--- src/rtl/speed_ramp_pkg.sv ---
// Shared types and default constants for the speed ramp controller.
package speed_ramp_pkg;

    localparam int SPEED_W = 3;
    localparam logic [SPEED_W-1:0] SPEED_MAX = 3'd7;

    localparam int DEF_SYNC_STAGES     = 2;
    localparam int DEF_DEBOUNCE_CYCLES = 1024;
    localparam int DEF_STEP_CYCLES     = 4096;

    typedef enum logic [1:0] {
        ST_IDLE = 2'b00,
        ST_RAMP = 2'b01,
        ST_RUN  = 2'b10,
        ST_STOP = 2'b11
    } state_t;

endpackage

--- src/rtl/debounce_sync.sv ---
// Synchronizer chain followed by a stable-level debouncer for one asynchronous bit.
module debounce_sync
    import speed_ramp_pkg::*;
#(
    parameter int SYNC_STAGES     = DEF_SYNC_STAGES,
    parameter int DEBOUNCE_CYCLES = DEF_DEBOUNCE_CYCLES
) (
    input  logic clk,
    input  logic rst_n,
    input  logic din,
    output logic dout
);

    localparam int CNT_W = $clog2(DEBOUNCE_CYCLES);
    localparam logic [CNT_W-1:0] CNT_LAST = CNT_W'(DEBOUNCE_CYCLES - 1);

    logic [SYNC_STAGES-1:0] sync_p0;
    logic                   synced;
    logic [CNT_W-1:0]       cnt_q;

    assign synced = sync_p0[SYNC_STAGES-1];

    // Metastability chain: the raw input enters at bit 0, the safe copy leaves the top bit.
    always_ff @(posedge clk or negedge rst_n) begin
        if (!rst_n) begin
            sync_p0 <= '0;
        end else begin
            sync_p0 <= {sync_p0[SYNC_STAGES-2:0], din};
        end
    end

    // Accept a new level only after it has differed from the current one for the full window.
    always_ff @(posedge clk or negedge rst_n) begin
        if (!rst_n) begin
            cnt_q <= '0;
            dout  <= 1'b0;
        end else if (synced == dout) begin
            cnt_q <= '0;
        end else if (cnt_q == CNT_LAST) begin
            dout  <= synced;
            cnt_q <= '0;
        end else begin
            cnt_q <= cnt_q + 1'b1;
        end
    end

endmodule

--- src/rtl/speed_ramp_ctrl.sv ---
// Enable/speed ramp controller: debounced enable, synchronized target, stepped speed FSM.
module speed_ramp_ctrl
    import speed_ramp_pkg::*;
#(
    parameter int SYNC_STAGES     = DEF_SYNC_STAGES,
    parameter int DEBOUNCE_CYCLES = DEF_DEBOUNCE_CYCLES,
    parameter int STEP_CYCLES     = DEF_STEP_CYCLES
) (
    input  logic               clk,
    input  logic               rst_n,
    input  logic               enable_req,
    input  logic [SPEED_W-1:0] speed_target,
    output logic [SPEED_W-1:0] speed_out,
    output logic               enable_out,
    output logic               busy,
    output logic [1:0]         state_dbg
);

    localparam int TMR_W = $clog2(STEP_CYCLES);
    localparam logic [TMR_W-1:0] TMR_LAST = TMR_W'(STEP_CYCLES - 1);
    localparam logic signed [1:0] DIR_UP = 2'sb01;
    localparam logic signed [1:0] DIR_DN = 2'sb11;

    state_t                             state_q;
    state_t                             state_nxt;
    logic                               en_deb;
    logic [SYNC_STAGES-1:0][SPEED_W-1:0] tgt_p0;
    logic [SPEED_W-1:0]                 tgt;
    logic [TMR_W-1:0]                   tmr_q;
    logic                               stepping;
    logic                               step_tick;
    logic [SPEED_W-1:0]                 speed_nxt;
    logic                               enable_nxt;
    logic                               busy_nxt;

    // One level move in the given direction, clamped to the legal speed range.
    function automatic logic [SPEED_W-1:0] sat_step(input logic [SPEED_W-1:0] lvl,
                                                    input logic signed [1:0] dir);
        logic signed [SPEED_W+1:0] sum;
        sum = $signed({2'b00, lvl}) + dir;
        if (sum[SPEED_W+1]) begin
            return '0;
        end else if (sum[SPEED_W]) begin
            return SPEED_MAX;
        end
        return sum[SPEED_W-1:0];
    endfunction

    debounce_sync #(
        .SYNC_STAGES     (SYNC_STAGES),
        .DEBOUNCE_CYCLES (DEBOUNCE_CYCLES)
    ) u_enable_db (
        .clk   (clk),
        .rst_n (rst_n),
        .din   (enable_req),
        .dout  (en_deb)
    );

    assign tgt       = tgt_p0[SYNC_STAGES-1];
    assign stepping  = (state_q == ST_RAMP) || (state_q == ST_STOP);
    assign step_tick = stepping && (tmr_q == TMR_LAST);
    assign state_dbg = state_q;

    // Target is quasi-static, so each bit only needs the synchronizer chain, no debounce.
    always_ff @(posedge clk or negedge rst_n) begin
        if (!rst_n) begin
            tgt_p0 <= '0;
        end else begin
            tgt_p0 <= {tgt_p0[SYNC_STAGES-2:0], speed_target};
        end
    end

    // Step timer restarts on every state change and only runs while ramping or stopping.
    always_ff @(posedge clk or negedge rst_n) begin
        if (!rst_n) begin
            tmr_q <= '0;
        end else if ((state_nxt != state_q) || !stepping || step_tick) begin
            tmr_q <= '0;
        end else begin
            tmr_q <= tmr_q + 1'b1;
        end
    end

    // State register.
    always_ff @(posedge clk or negedge rst_n) begin
        if (!rst_n) begin
            state_q <= ST_IDLE;
        end else begin
            state_q <= state_nxt;
        end
    end

    // Next-state decode; a dropped enable beats any target change.
    always_comb begin
        state_nxt = state_q;
        case (state_q)
            ST_IDLE: if (en_deb) state_nxt = ST_RAMP;
            ST_RAMP: begin
                if (!en_deb)               state_nxt = ST_STOP;
                else if (speed_out == tgt) state_nxt = ST_RUN;
            end
            ST_RUN: begin
                if (!en_deb)               state_nxt = ST_STOP;
                else if (speed_out != tgt) state_nxt = ST_RAMP;
            end
            ST_STOP: begin
                if (en_deb)                                  state_nxt = ST_RAMP;
                else if (step_tick && (speed_out <= 3'd1))   state_nxt = ST_IDLE;
            end
            default: state_nxt = ST_IDLE;
        endcase
    end

    // Output decode: next speed, enable and busy values for the output registers.
    always_comb begin
        speed_nxt  = speed_out;
        enable_nxt = enable_out;
        case (state_q)
            ST_IDLE: begin
                speed_nxt  = '0;
                enable_nxt = en_deb;
            end
            ST_RAMP: begin
                enable_nxt = 1'b1;
                if (en_deb && (speed_out != tgt) && step_tick) begin
                    speed_nxt = sat_step(speed_out, (tgt > speed_out) ? DIR_UP : DIR_DN);
                end
            end
            ST_RUN: enable_nxt = 1'b1;
            ST_STOP: begin
                if (en_deb) begin
                    enable_nxt = 1'b1;
                end else if (step_tick) begin
                    if (speed_out > 3'd1) begin
                        speed_nxt = sat_step(speed_out, DIR_DN);
                    end else begin
                        speed_nxt  = '0;
                        enable_nxt = 1'b0;
                    end
                end
            end
            default: begin
                speed_nxt  = '0;
                enable_nxt = 1'b0;
            end
        endcase
        busy_nxt = (state_nxt == ST_RAMP) || (state_nxt == ST_STOP);
    end

    // Output registers feeding the downstream PWM stage.
    always_ff @(posedge clk or negedge rst_n) begin
        if (!rst_n) begin
            speed_out  <= '0;
            enable_out <= 1'b0;
            busy       <= 1'b0;
        end else begin
            speed_out  <= speed_nxt;
            enable_out <= enable_nxt;
            busy       <= busy_nxt;
        end
    end

endmodule

--- config.mk ---
export PLATFORM = sky130hd
export DESIGN_NAME = speed_ramp_ctrl
export DESIGN_NICKNAME = d
export VERILOG_FILES = /design/src/rtl/speed_ramp_pkg.sv /design/src/rtl/debounce_sync.sv /design/src/rtl/speed_ramp_ctrl.sv
export SDC_FILE = /design/constraint.sdc
export NUM_CORES = 1
export LEC_CHECK = 0
export CAP_MARGIN = 25
export CORE_MARGIN = 5
export CORE_UTILIZATION = 40
export CTS_CLUSTER_DIAMETER = 40
export DETAILED_ROUTE_END_ITERATION = 10
export GPL_TIMING_DRIVEN = 0
export HOLD_SLACK_MARGIN = 0.1
export PLACE_DENSITY = 0.56
export SKIP_CTS_REPAIR_TIMING = 1
export SYNTH_ARGS = -nofsm -noshare
export SYNTH_HDL_FRONTEND = slang
export SYNTH_SLANG_ARGS = --single-unit
--- constraint.sdc ---
create_clock -name clk -period 5.4 [get_ports clk]
set_input_delay 0.81 -clock clk [delete_from_list [all_inputs] [get_ports clk]]
set_output_delay 0.81 -clock clk [all_outputs]
set_load 0.02 [all_outputs]
Yosys cells after proc, flatten, opt, wreduce, memory -nomap -nowiden

Cells that the tools add are included.

Flip-flop bits (word level): 38
Output and inout bits: 7

Add/subtract/negate cells: 4
Magnitude comparators: 3
Equality and inequality tests: 16
Multiplexer cells: 37
Bitwise operators: 1
Reductions and logical operators: 15

Operators with widths:

| cell                                                  | count |
|---|---|
| two-way mux 3 bit                                     | 10 |
| two-way mux 10 bit                                    | 2 |
| two-way mux 2 bit                                     | 8 |
| two-way mux 1 bit                                     | 13 |
| adder 12 x 1 -> 12 bit, second input constant         | 1 |
| equality test 12 bit, second input constant           | 1 |
| two-way mux 12 bit                                    | 1 |
| adder 10 x 1 -> 10 bit, second input constant         | 1 |
| equality test 10 bit, second input constant           | 1 |
| case mux 3 bit (3 select lines)                       | 1 |
| case mux 2 bit (4 select lines)                       | 1 |
| equality test 2 bit, second input constant            | 3 |
| inequality test 3 x 2 -> 1 bit, second input constant | 2 |
| adder 4 x 1 -> 5 bit, second input constant           | 1 |
| adder 4 x 2 -> 5 bit                                  | 1 |
| equality test 2 x 1 -> 1 bit, second input constant   | 2 |
| logical AND 1 bit                                     | 4 |
| logical OR 1 bit                                      | 4 |
| inequality test 2 bit, second input constant          | 2 |
| AND reduction 2 bit                                   | 2 |
| AND reduction 4 bit                                   | 1 |
| equality test 3 bit                                   | 1 |
| > comparator 3 x 1 -> 1 bit, second input constant    | 1 |
| > comparator 3 bit                                    | 1 |
| other kinds (11)                                      | 11 |

Logic depth before layout (Yosys ltp)

Gate-level depths: netlist of the first run.

Depth in word-level cells: 12
Mapped depth: 12
Depth with buffers taken out: 12

By module

Synthesis of the first run repeated with hierarchy kept, for this count alone.

Cell total of the unflattened synthesis: 213
Area total of the unflattened synthesis: 2093.3 µm²

Modules (own cells, without submodules):

| module          | seq. area each (µm²) | times used | cells an instance | area an instance (µm²) |
|---|---|---|---|---|
| speed_ramp_ctrl | 600.6                | 1          | 158               | 1501.4 |
| debounce_sync   | 325.3                | 1          | 55                | 591.8 |

Worst setup path before layout of the first run

No wires, ideal clock.

Kind: reg-to-reg
Start point: reg speed_out[1]
End point: reg speed_out[1]
Setup time: 0.095 ns
Period minus slack after synthesis: 2.695 ns
Setup slack: 2.705 ns
Stages on the path, launching flop included: 12
Data arrival time: 2.599 ns
Path through: dfrtp_1 -> inv_1 -> ha_1 -> nand3_1 -> nand2_1 -> inv_1 -> fa_1 -> nor2b_1 -> or3b_2 -> mux2i_1 -> a221oi_1 -> o31ai_1

Longest elaborated chain between the ends: 12
Elaborated cells between the ends (all ways): 29

RTL lines:

| item                            | RTL line               | source |
|---|---|---|
| start, declared                 | speed_ramp_ctrl.sv:13  | `output logic [SPEED_W-1:0] speed_out,` |
| start signal, assigned          | speed_ramp_ctrl.sv:157 | `speed_out <= speed_nxt;` |
| adder 4 x 1 -> 5 bit            | speed_ramp_ctrl.sv:40  | `sum = $signed({2'b00, lvl}) + dir;` |
| two-way mux 1 bit               | speed_ramp_ctrl.sv:43  | `end else if (sum[SPEED_W]) begin` |
| two-way mux 1 bit               | speed_ramp_ctrl.sv:41  | `if (sum[SPEED_W+1]) begin` |
| two-way mux 1 bit               | speed_ramp_ctrl.sv:134 | `if (speed_out > 3'd1) begin` |
| two-way mux 1 bit               | speed_ramp_ctrl.sv:133 | `end else if (step_tick) begin` |
| two-way mux 1 bit               | speed_ramp_ctrl.sv:131 | `if (en_deb) begin` |
| two-way mux 1 bit               | speed_ramp_ctrl.sv:118 | `case (state_q)` |
| two-way mux 3 bit               | speed_ramp_ctrl.sv:46  | `return sum[SPEED_W-1:0];` |
| two-way mux 3 bit               | speed_ramp_ctrl.sv:134 |  |
| two-way mux 3 bit               | speed_ramp_ctrl.sv:133 |  |
| two-way mux 3 bit               | speed_ramp_ctrl.sv:131 |  |
| case mux 3 bit (3 select lines) | speed_ramp_ctrl.sv:118 |  |

Several ways; a longest one is shown, not always the timed one. The select of a mux whose other input is x is not followed.
A chain may end at the register's enable or synchronous reset.

Worst setup path after layout of the first run

Start point: reg speed_out[2]
End point: reg speed_out[1]

Same word-level chain as after synthesis.

==> metrics.md, run 1 <==
| Metric | Value |
|---|---|
| Top cell type by total area after synthesis | sky130_fd_sc_hd__dfrtp_1 |
| Post-route cell area | 0.002441 mm² |
| Height of the die | 83.35 µm |
| Number of design rule violations left after detail routing | 0 |
| Iteration count of the initial detailed-routing pass | 4 |
| Routability Congestion | 0.8074 |
| I/O pin count | 13 |
| TritonCTS clock tree | yes |
| Final worst clock skew | 0.003420 ns |
| Synthesized flop and latch total | 37 |
| Sequential share of the synthesized area | 0.4302 |
| Commonest non-fill, non-tap cell in the layout | sky130_fd_sc_hd__dfrtp_1 |
| Fraction of layout instances using a drive strength above 1 | 0.09796 |
| Total Die Area | 0.006947 mm² |
| Syn-to-layout area delta | 13.43% |
| Net count after synthesis | 246 |
| Skew-Pair Late Insertion Delay | 0.28 ns |
| Synth warnings | 0 |
| Max IR drop VDD | 107.1 µV |
| Global-route wire length before repair | 7.217 mm |
| Cells after Synth | 225 |
| Synthesized area per cell | 9.565 µm² |
| Number of diodes | 0 |
| Initial antenna violation count | 0 |
| Dpl cells | 307 |
| Slew Limit Headroom | 0.4454 |
| Vias in the first global route | 1527 |
| Detailed Route Iter0 Violations | 49 |
| Async S/R FF share, synth | 1.000 |
| Average routed wire per standard cell | 12.96 µm |
| Total setup violations reported at the end of the flow | 0 |
| Fin nets | 265 |
| Post-layout utilization of the core | 0.4719 |
| Final count of pins violating max slew | 0 |
| Leakage power summed over all cells | 1.019 nW |
| Core footprint | 0.005172 mm² |
| Class of the tightest hold or removal check | reg -> reg |
| Arrival @ worst endpoint | 3.16 ns |
| Sum of negative setup slack | 0 ns |
| Run status | complete, no violations |
| Floorplan row count | 26 |
| Die Span X | 83.35 µm |
| DP Area | 0.002355 mm² |
| GRT Total Usage | 0.1259 |
| Count of antenna-violating nets left after detailed routing | 0 |
| Prevailing post-synth register cell | sky130_fd_sc_hd__dfrtp_1 |
| Number of sinks on the clock net | 37 |
| Largest net degree at the start of global routing | 38 |
| Worst Max-Slew Pin Slew | 0.8319 ns |
| Total wire length | 4.081 mm |
| Portion of synthesized cell area occupied by the leading cell type | 0.4302 |
| Number of standard cells in the layout, taps in and fillers out | 315 |
| Library cell used as clock root buffer | sky130_fd_sc_hd__clkbuf_8 |
| Number of flops mapped to enable cells by yosys | 0 |
| Final Worst Setup Slack | 2.433 ns |
| Setup repair after global routing missed its margin | false |
| Overall Power | 0.4946 mW |
| Num CTS Buffers | 5 |
| Pwr dens | 202.6 mW/mm² |
| Final worst-path cycle share | 0.5494 |
| Post-detailed-route via-to-cell ratio | 5.010 |
| Routed vias | 1578 |
| H-tree levels | 2 |
| Final number of hold-violating endpoints | 0 |
| HPWL Detailed | 2.945 mm |
| Type of element launching the critical path | flip-flop |
| Largest cells by area after synthesis | sky130_fd_sc_hd__dfrtp_1, sky130_fd_sc_hd__ha_1, sky130_fd_sc_hd__xor2_1 |
| Layout fillers | 503 |
| Clock transition at the register clock pins on the worst setup and hold paths after CTS | 0.07 ns |
| Number of distinct standard cells referenced by the synthesized netlist | 48 |
| Critical Path End Type | flip-flop |
| Synthesized cell area | 0.002152 mm² |
| Largest fanout on the critical path | 7 |
| Max Fclk | 0.3370 GHz |
| Minimum period implied by the final worst setup slack | 2.967 ns |
| Post-place setup slack | 2.442 ns |
| Crit Path Class | reg -> reg |
| Number of max-capacitance violations reported | 0 |
| Post-Route Hold Slack | 0.3497 ns |
| Most frequent cells in the layout | sky130_fd_sc_hd__dfrtp_1, sky130_fd_sc_hd__nor2_1, sky130_fd_sc_hd__nand2_1 |
| Worst EP required | 5.59 ns |
| Maximum buffer depth of the clock tree | 2 |
| Port bufs | 12 |
| Total grt overflow | 0 |
| Initial Utilization | 0.4161 |
==> synthesized netlist by cell type, types with 2 or more instances <==
master	count
sky130_fd_sc_hd__nand2_1	18
sky130_fd_sc_hd__o31ai_1	2
sky130_fd_sc_hd__nand2b_1	2
sky130_fd_sc_hd__dfrtp_1	37
sky130_fd_sc_hd__and3_1	3
sky130_fd_sc_hd__nand3b_1	3
sky130_fd_sc_hd__nor3_1	15
sky130_fd_sc_hd__nand3_1	9
sky130_fd_sc_hd__clkbuf_1	4
sky130_fd_sc_hd__or3_1	2
sky130_fd_sc_hd__a31o_2	2
sky130_fd_sc_hd__xor2_1	12
sky130_fd_sc_hd__o21ai_0	11
sky130_fd_sc_hd__inv_1	13
sky130_fd_sc_hd__or3b_2	2
sky130_fd_sc_hd__nand4_1	2
sky130_fd_sc_hd__nor3b_1	2
sky130_fd_sc_hd__mux2i_1	3
sky130_fd_sc_hd__nor2b_1	3
sky130_fd_sc_hd__xnor2_1	8
sky130_fd_sc_hd__a31oi_1	3
sky130_fd_sc_hd__a21oi_1	8
sky130_fd_sc_hd__nor2_1	23
sky130_fd_sc_hd__ha_1	14
==> cell families (layout without fill, tap and decap cells) <==
family / count (synthesis) / count (layout) / share of synthesized area
AO/OA/AOI/OAI: 37 / 37 / 0.1111
XOR/XNOR: 20 / 20 / 0.08140
adder cells (fa/ha/maj): 16 / 16 / 0.09535
buffers and inverters: 20 / 40 / 0.04070
flip-flops: 37 / 37 / 0.4302
multiplexers: 4 / 4 / 0.01919
AND/OR/NAND/NOR: 91 / 91 / 0.2221
==> area by class of cell <==
type / instances / area [µm²] / share of cell area
buffer: 7 / 38.79 / 0.01589
timing repair buffer: 12 / 115.1 / 0.04716
tap: 70 / 87.58 / 0.03588
multi-input combinational: 168 / 1139 / 0.4664
clock inverter: 3 / 17.52 / 0.007176
sequential: 37 / 925.9 / 0.3793
clock buffer: 5 / 68.82 / 0.02819
inverter: 13 / 48.80 / 0.01999
==> where the power goes <==
part	switching (mW)	leakage [nW]	internal [mW]
Clock	0.0989	0.0439	0.0891
Combinational	0.0139	0.479	0.00857
Sequential	0.00256	0.496	0.282
Total	0.115	1.02	0.379
==> registers in the layout, indices dropped and copies added, names as in the netlist <==
name	flops
tmr_q	12
u_enable_db.cnt_q	10
speed_out	3
tgt	3
tgt_p0	3
state_dbg	2
u_enable_db.sync_p0	2
enable_out	1
u_enable_db.dout	1
==> worst max-delay path: stages, from the launching register on <==
cell,delay (ns)
sky130_fd_sc_hd__dfrtp_1,0.42
sky130_fd_sc_hd__inv_1,0.11
sky130_fd_sc_hd__ha_1,0.35
sky130_fd_sc_hd__nand3_1,0.25
sky130_fd_sc_hd__nand2_1,0.19
sky130_fd_sc_hd__inv_1,0.18
sky130_fd_sc_hd__fa_1,0.24
sky130_fd_sc_hd__nor2b_1,0.08
sky130_fd_sc_hd__or3b_2,0.44
sky130_fd_sc_hd__mux2i_1,0.25
sky130_fd_sc_hd__a221oi_1,0.12
sky130_fd_sc_hd__o31ai_1,0.24
==> layer usage <==
metal,vias up,part of all wire,GRT usage
met4,0,0.010,0.04012
met5,-,0,0
met2,19,0.46,0.1931
met3,4,0.027,0.02970
met1,731,0.50,0.1746
li1,824,-,-
==> worst paths after layout <==
check | startpoint | endpoint | slack (ns) | cells past startpoint
worst max register to register | speed_out[2] | speed_out[1] | 2.43 | 11
worst min register to register | tgt_p0[1] | tgt[1] | 0.35 | 0
worst max-delay path | speed_out[2] | speed_out[1] | 2.43 | 11
worst min-delay path | tgt_p0[1] | tgt[1] | 0.35 | 0
max in group asynchronous | rst_n | tmr_q[2] | 4.26 | 1
min in group asynchronous | rst_n | u_enable_db.cnt_q[2] | 0.62 | 1
Power figures use the tool's default switching activity.
==> run 2: changes to the inputs <==
--- a/config.mk
+++ b/config.mk
@@ -12,7 +12,7 @@
 export DETAILED_ROUTE_END_ITERATION = 10
 export GPL_TIMING_DRIVEN = 0
 export HOLD_SLACK_MARGIN = 0.1
-export PLACE_DENSITY = 0.56
+export PLACE_DENSITY = 0.59
 export SKIP_CTS_REPAIR_TIMING = 1
 export SYNTH_ARGS = -nofsm -noshare
 export SYNTH_HDL_FRONTEND = slang
==> constraint.sdc (replaced) <==
create_clock -name clk -period 2.4 [get_ports clk]
set_input_delay 0.36 -clock clk [delete_from_list [all_inputs] [get_ports clk]]
set_output_delay 0.36 -clock clk [all_outputs]
set_load 0.02 [all_outputs]
==> run 2 against run 1 <==
Against the previous run:
- the flow now finishes with violations (negative setup slack)
- sequential share of layout area down 2.5 points
- sequential power up 130%
- hold slack got worse by 0.18 ns
- largest cell class unchanged
- clock-buffer cell count grew 3
- cell count rose by 3.2%
- power grew 130%
- clock skew grew 0.0095 ns
- global-route usage increased by 0.25 points
==> metrics.md, run 2 (same netlist as run 1, synthesis figures left out) <==
| Metric | Value |
|---|---|
| Max Fclk | 0.3998 GHz |
| Terminus of the critical flop-to-flop path | speed_out[1] |
| Total grt overflow | 0 |
| Largest regs | tmr_q: 12 flops, u_enable_db.cnt_q: 10 flops |
| Family of cells with the greatest summed delay on the critical path | simple AND/OR/NAND/NOR gates |
| Total setup violations reported at the end of the flow | 2 |
| Most frequent cell on the critical path | sky130_fd_sc_hd__inv_4 |
| Run status | finished, violations left |
| Pwr dens | 437.4 mW/mm² |
| Cells along the critical path | inv_4 > ha_4 > nand3b_1 > nand2_1 > nand2_4 > inv_4 > fa_2 > nor2b_4 > or3b_4 > mux2i_4 > a221oi_2 > o31ai_1 |
| FF/Latch Area | 929.6 µm² |
| Dpl cells | 307 |
| Number of max-capacitance violations reported | 0 |
| Clock transition at the register clock pins on the worst setup and hold paths after CTS | 0.08 ns |
| Library cell used as clock root buffer | sky130_fd_sc_hd__clkbuf_8 |
| Num CTS Buffers | 5 |
| Total Die Area | 0.006947 mm² |
| Global-route wire length before repair | 7.438 mm |
| Skew-Pair Late Insertion Delay | 0.28 ns |
| Post-layout utilization of the core | 0.5080 |
| Final worst-path cycle share | 1.042 |
| Area of the multi-input gates | 0.001236 mm² |
| DP Area | 0.002394 mm² |
| Average routed wire per standard cell | 13.57 µm |
| Count of antenna-violating nets left after detailed routing | 0 |
| Final worst clock skew | 0.01290 ns |
| Class of the tightest hold or removal check | in -> async |
| Overall Power | 1.149 mW |
| I/O pin count | 13 |
| Flip-flop count of the largest register after layout | 12 |
| Final count of pins violating max slew | 0 |
| Largest fanout on the critical path | 5 |
| Crit Path Class | reg -> reg |
| Leakage power summed over all cells | 1.092 nW |
| Die Span X | 83.35 µm |
| Most frequent cells in the layout | sky130_fd_sc_hd__dfrtp_1, sky130_fd_sc_hd__nor2_1, sky130_fd_sc_hd__nand2_1 |
| Floorplan row count | 26 |
| Reg-to-reg slack, setup | -0.10 ns |
| Sum of negative setup slack | -0.1453 ns |
| Number of diodes | 0 |
| Fin nets | 275 |
| HPWL Detailed | 3.000 mm |
| Critical Path End Type | flip-flop |
| Total wire length | 4.409 mm |
| Syn-to-layout area delta | 22.09% |
| Routed vias | 1669 |
| TritonCTS clock tree | yes |
| Detailed Route Iter0 Violations | 69 |
| Max IR drop VDD | 279.6 µV |
| Height of the die | 83.35 µm |
| Arrival @ worst endpoint | 2.67 ns |
| Worst EP required | 2.57 ns |
| GRT Total Usage | 0.1283 |
| Post-route cell area | 0.002628 mm² |
| Initial Utilization | 0.4161 |
| Number of design rule violations left after detail routing | 0 |
| Fraction of layout instances using a drive strength above 1 | 0.1961 |
| Iteration count of the initial detailed-routing pass | 4 |
| Number of cell instances on the worst register-to-register path | 12 |
| Initial antenna violation count | 0 |
| Commonest non-fill, non-tap cell in the layout | sky130_fd_sc_hd__dfrtp_1 |
| Post-Route Hold Slack | 0.1705 ns |
| Post-place setup slack | -0.2668 ns |
| Final number of hold-violating endpoints | 0 |
| Largest net degree at the start of global routing | 38 |
| Violated checks | negative setup slack |
| Beginning of the worst register-to-register path | speed_out[2] |
| Layout fillers | 489 |
| Most flop-heavy register | tmr_q |
| Core footprint | 0.005172 mm² |
| Buffering stage count on the worst path with inverters included | 2 |
| Worst path max stage delay | 0.44 ns |
| Setup repair after global routing missed its margin | true |
| Vias in the first global route | 1580 |
| Final Worst Setup Slack | -0.1012 ns |
| Type of element launching the critical path | flip-flop |
| Routability Congestion | 0.7753 |
| Slew Limit Headroom | 0.4602 |
| Number of sinks on the clock net | 37 |
| Worst Max-Slew Pin Slew | 0.8096 ns |
| Minimum period implied by the final worst setup slack | 2.501 ns |
| Post-detailed-route via-to-cell ratio | 5.135 |
| Cell at the slowest stage of the critical path | sky130_fd_sc_hd__dfrtp_2 |
| Port bufs | 12 |
| Maximum buffer depth of the clock tree | 2 |
| Number of standard cells in the layout, taps in and fillers out | 325 |
| H-tree levels | 2 |
[run 2: changes by cell type in the layout (fill, tap and decap cells not counted), moves of 3 or more]
cell / change
sky130_fd_sc_hd__buf_4: +10
sky130_fd_sc_hd__dfrtp_1: -3
sky130_fd_sc_hd__dfrtp_2: +3
sky130_fd_sc_hd__inv_1: -3
sky130_fd_sc_hd__o21ai_0: -4
sky130_fd_sc_hd__o21ai_1: +4
[run 2: worst max path at each step]
stage            startpoint      endpoint  slack (ns)  cells past startpoint
6_report       speed_out[2]  speed_out[1]       -0.10                     12
5_1_grt        speed_out[2]  speed_out[1]       -0.21                     12
4_1_cts        speed_out[1]  speed_out[1]       -0.28                     11
3_5_place_dp   speed_out[1]  speed_out[1]       -0.27                     11
3_3_place_gp   speed_out[1]  speed_out[1]       -0.21                     11
2_1_floorplan  speed_out[2]  speed_out[1]       0.006                     12
[run 2: where the power goes]
group	leakage (nW)	internal (mW)	switching, mW	total, mW
sequential	0.491	0.634	0.00679	0.641
clock	0.0455	0.234	0.208	0.442
combinational	0.555	0.0294	0.0373	0.0667
[run 2: worst register-to-register path, stage by stage (launching register included)]
cell and delay, ns:
sky130_fd_sc_hd__dfrtp_2 0.44, sky130_fd_sc_hd__inv_4 0.06, sky130_fd_sc_hd__ha_4 0.29, sky130_fd_sc_hd__nand3b_1 0.09, sky130_fd_sc_hd__nand2_1 0.12, sky130_fd_sc_hd__nand2_4 0.08, sky130_fd_sc_hd__inv_4 0.07, sky130_fd_sc_hd__fa_2 0.24
sky130_fd_sc_hd__nor2b_4 0.06, sky130_fd_sc_hd__or3b_4 0.38, sky130_fd_sc_hd__mux2i_4 0.20, sky130_fd_sc_hd__a221oi_2 0.09, sky130_fd_sc_hd__o31ai_1 0.27
[run 2: routing by layer]
metal / vias to the layer above / wire length, µm / track usage
li1: 841 / - / -
met1: 798 / 2043 / 0.1646
met2: 26 / 2185 / 0.2179
met3: 4 / 132 / 0.02970
met4: 0 / 48 / 0.03120
met5: - / 0 / 0
[run 2: area by class of cell]
class	instances	area share
sequential	37	0.3538
clock buffer	8	0.03429
buffer	7	0.01524
timing repair buffer	22	0.07238
multi-input combinational	168	0.4705
tap	70	0.03333
inverter	13	0.02048
==> run 3: changes to the inputs <==
--- a/config.mk
+++ b/config.mk
@@ -13,6 +13,7 @@
 export GPL_TIMING_DRIVEN = 0
 export HOLD_SLACK_MARGIN = 0.1
 export PLACE_DENSITY = 0.59
+export SETUP_SLACK_MARGIN = 0.05
 export SKIP_CTS_REPAIR_TIMING = 1
 export SYNTH_ARGS = -nofsm -noshare
 export SYNTH_HDL_FRONTEND = slang
==> run 3 against run 2 <==
Against the previous run:
- the flow now finishes without violations
- clock power increased by 20%
- sequential cell count unchanged
- power increased by 8.0%
- clock-buffer cell count decreased by 2
- utilization increased by 1.1 points
- final area increased by 2.1%
==> metrics.md, run 3 (same netlist as run 1, synthesis figures left out) <==
| Metric | Value |
|---|---|
| Pwr dens | 462.7 mW/mm² |
| H-tree levels | 2 |
| Fraction of layout instances using a drive strength above 1 | 0.2196 |
| Leakage power summed over all cells | 1.116 nW |
| Sum of negative setup slack | 0 ns |
| Layout fillers | 489 |
| Dpl cells | 307 |
| Minimum period implied by the final worst setup slack | 2.375 ns |
| Largest regs | tmr_q: 12 flops, u_enable_db.cnt_q: 10 flops |
| Max IR drop VDD | 257.2 µV |
| Floorplan row count | 26 |
| Final worst clock skew | 0.01224 ns |
| Initial Utilization | 0.4161 |
| HPWL Detailed | 3.084 mm |
| Total Die Area | 0.006947 mm² |
| FF/Latch Area | 929.6 µm² |
| TritonCTS clock tree | yes |
| Routability Congestion | 0.7734 |
| Total grt overflow | 0 |
| Slew Limit Headroom | 0.4558 |
| Number of diodes | 0 |
| Most frequent cells in the layout | sky130_fd_sc_hd__dfrtp_1, sky130_fd_sc_hd__nor2_1, sky130_fd_sc_hd__nand2_1 |
| GRT Total Usage | 0.1321 |
| Arrival @ worst endpoint | 2.56 ns |
| Library cell used as clock root buffer | sky130_fd_sc_hd__clkbuf_8 |
| Skew-Pair Late Insertion Delay | 0.29 ns |
| Family of cells with the greatest summed delay on the critical path | simple AND/OR/NAND/NOR gates |
| Number of standard cells in the layout, taps in and fillers out | 325 |
| Height of the die | 83.35 µm |
| I/O pin count | 13 |
| Count of antenna-violating nets left after detailed routing | 0 |
| Flip-flop count of the largest register after layout | 12 |
| Detailed Route Iter0 Violations | 75 |
| Crit Path Class | reg -> reg |
| Commonest non-fill, non-tap cell in the layout | sky130_fd_sc_hd__dfrtp_1 |
| Core footprint | 0.005172 mm² |
| Type of element launching the critical path | flip-flop |
| Number of sinks on the clock net | 37 |
| Final number of hold-violating endpoints | 0 |
| Fin nets | 275 |
| Final worst-path cycle share | 0.9895 |
| Initial antenna violation count | 0 |
| Largest net degree at the start of global routing | 38 |
| Worst Max-Slew Pin Slew | 0.8163 ns |
| Reg-to-reg slack, setup | 0.03 ns |
| Largest fanout on the critical path | 4 |
| Cells along the critical path | inv_2 > ha_4 > nand3b_1 > nand2_2 > nand2_4 > inv_6 > fa_2 > nor2b_4 > or3_4 > mux2i_4 > a221oi_2 > o31ai_1 |
| Maximum buffer depth of the clock tree | 2 |
| Worst path max stage delay | 0.39 ns |
| Clock transition at the register clock pins on the worst setup and hold paths after CTS | 0.08 ns |
| Number of design rule violations left after detail routing | 0 |
| Global-route wire length before repair | 7.610 mm |
| Setup repair after global routing missed its margin | true |
| Average routed wire per standard cell | 13.70 µm |
| Syn-to-layout area delta | 24.71% |
| Number of cell instances on the worst register-to-register path | 12 |
| Number of max-capacitance violations reported | 0 |
| Most flop-heavy register | tmr_q |
| Critical Path End Type | flip-flop |
| Die Span X | 83.35 µm |
| Beginning of the worst register-to-register path | speed_out[1] |
| Final count of pins violating max slew | 0 |
| Worst EP required | 2.59 ns |
| Num CTS Buffers | 5 |
| Max Fclk | 0.4211 GHz |
| Cell at the slowest stage of the critical path | sky130_fd_sc_hd__dfrtp_2 |
| Class of the tightest hold or removal check | in -> async |
| Terminus of the critical flop-to-flop path | speed_out[1] |
| Port bufs | 12 |
| Vias in the first global route | 1649 |
| Routed vias | 1694 |
| Run status | complete, no violations |
| Post-detailed-route via-to-cell ratio | 5.212 |
| Buffering stage count on the worst path with inverters included | 2 |
| Total wire length | 4.454 mm |
| Iteration count of the initial detailed-routing pass | 4 |
| Area of the multi-input gates | 0.001265 mm² |
| Total setup violations reported at the end of the flow | 0 |
[run 3: where the power goes]
part / total [mW] / switching, mW / leakage, nW / internal, mW
logic: 0.0693 / 0.0394 / 0.570 / 0.0299
registers: 0.641 / 0.00685 / 0.491 / 0.634
clock network: 0.532 / 0.220 / 0.0554 / 0.312
[run 3: final cells by class]
class | count | area share
buffer | 7 | 0.01492
clock buffer | 6 | 0.02704
clock inverter | 2 | 0.01445
inverter | 13 | 0.02098
multi-input combinational | 168 | 0.4713
sequential | 37 | 0.3464
tap | 70 | 0.03263
timing repair buffer | 22 | 0.07226
[run 3: worst reg2reg max path: cells and delay by family, from the launching register on]
kind                       cells  cell delay, ns
adders and majority gates      2            0.52
DFF                            1            0.39
muxes                          1            0.18
AOI/OAI and AO/OA              2            0.34
and+or+nand+nor                5            0.69
buffers and inverters          2            0.15
[run 3: worst max path at each step]
stage	to	slack, ns	start	cells past startpoint
4_1_cts	speed_out[1]	-0.14	speed_out[2]	11
2_1_floorplan	speed_out[1]	0.11	speed_out[2]	11
3_5_place_dp	speed_out[1]	-0.13	speed_out[2]	11
6_report	speed_out[1]	0.03	speed_out[1]	12
3_3_place_gp	speed_out[1]	-0.11	speed_out[2]	11
5_1_grt	speed_out[1]	-0.06	speed_out[1]	11
[run 3: through the flow]
step                cell area [µm²]  utilization  power, mW  setup WS (ns)  hold slack [ns]
finish                         2684       0.5189      1.242        0.02513           0.1527
global route                   2684       0.5189      1.302       -0.06289           0.2293
CTS                            2510       0.4852      1.252        -0.1432           0.1875
detailed placement             2399       0.4637     0.7094        -0.1259           0.3365
global placement               2404       0.4647     0.7086        -0.1113           0.3339
floorplan                      2196            -     0.6809         0.1069          0.06441
[run 3: per-layer routing]
metal | wire, µm | share of wire | global-route usage
met1 | 2177 | 0.49 | 0.1829
met4 | 93 | 0.021 | 0.05646
met3 | 180 | 0.040 | 0.03069
met5 | 0 | 0 | 0
met2 | 2002 | 0.45 | 0.1961
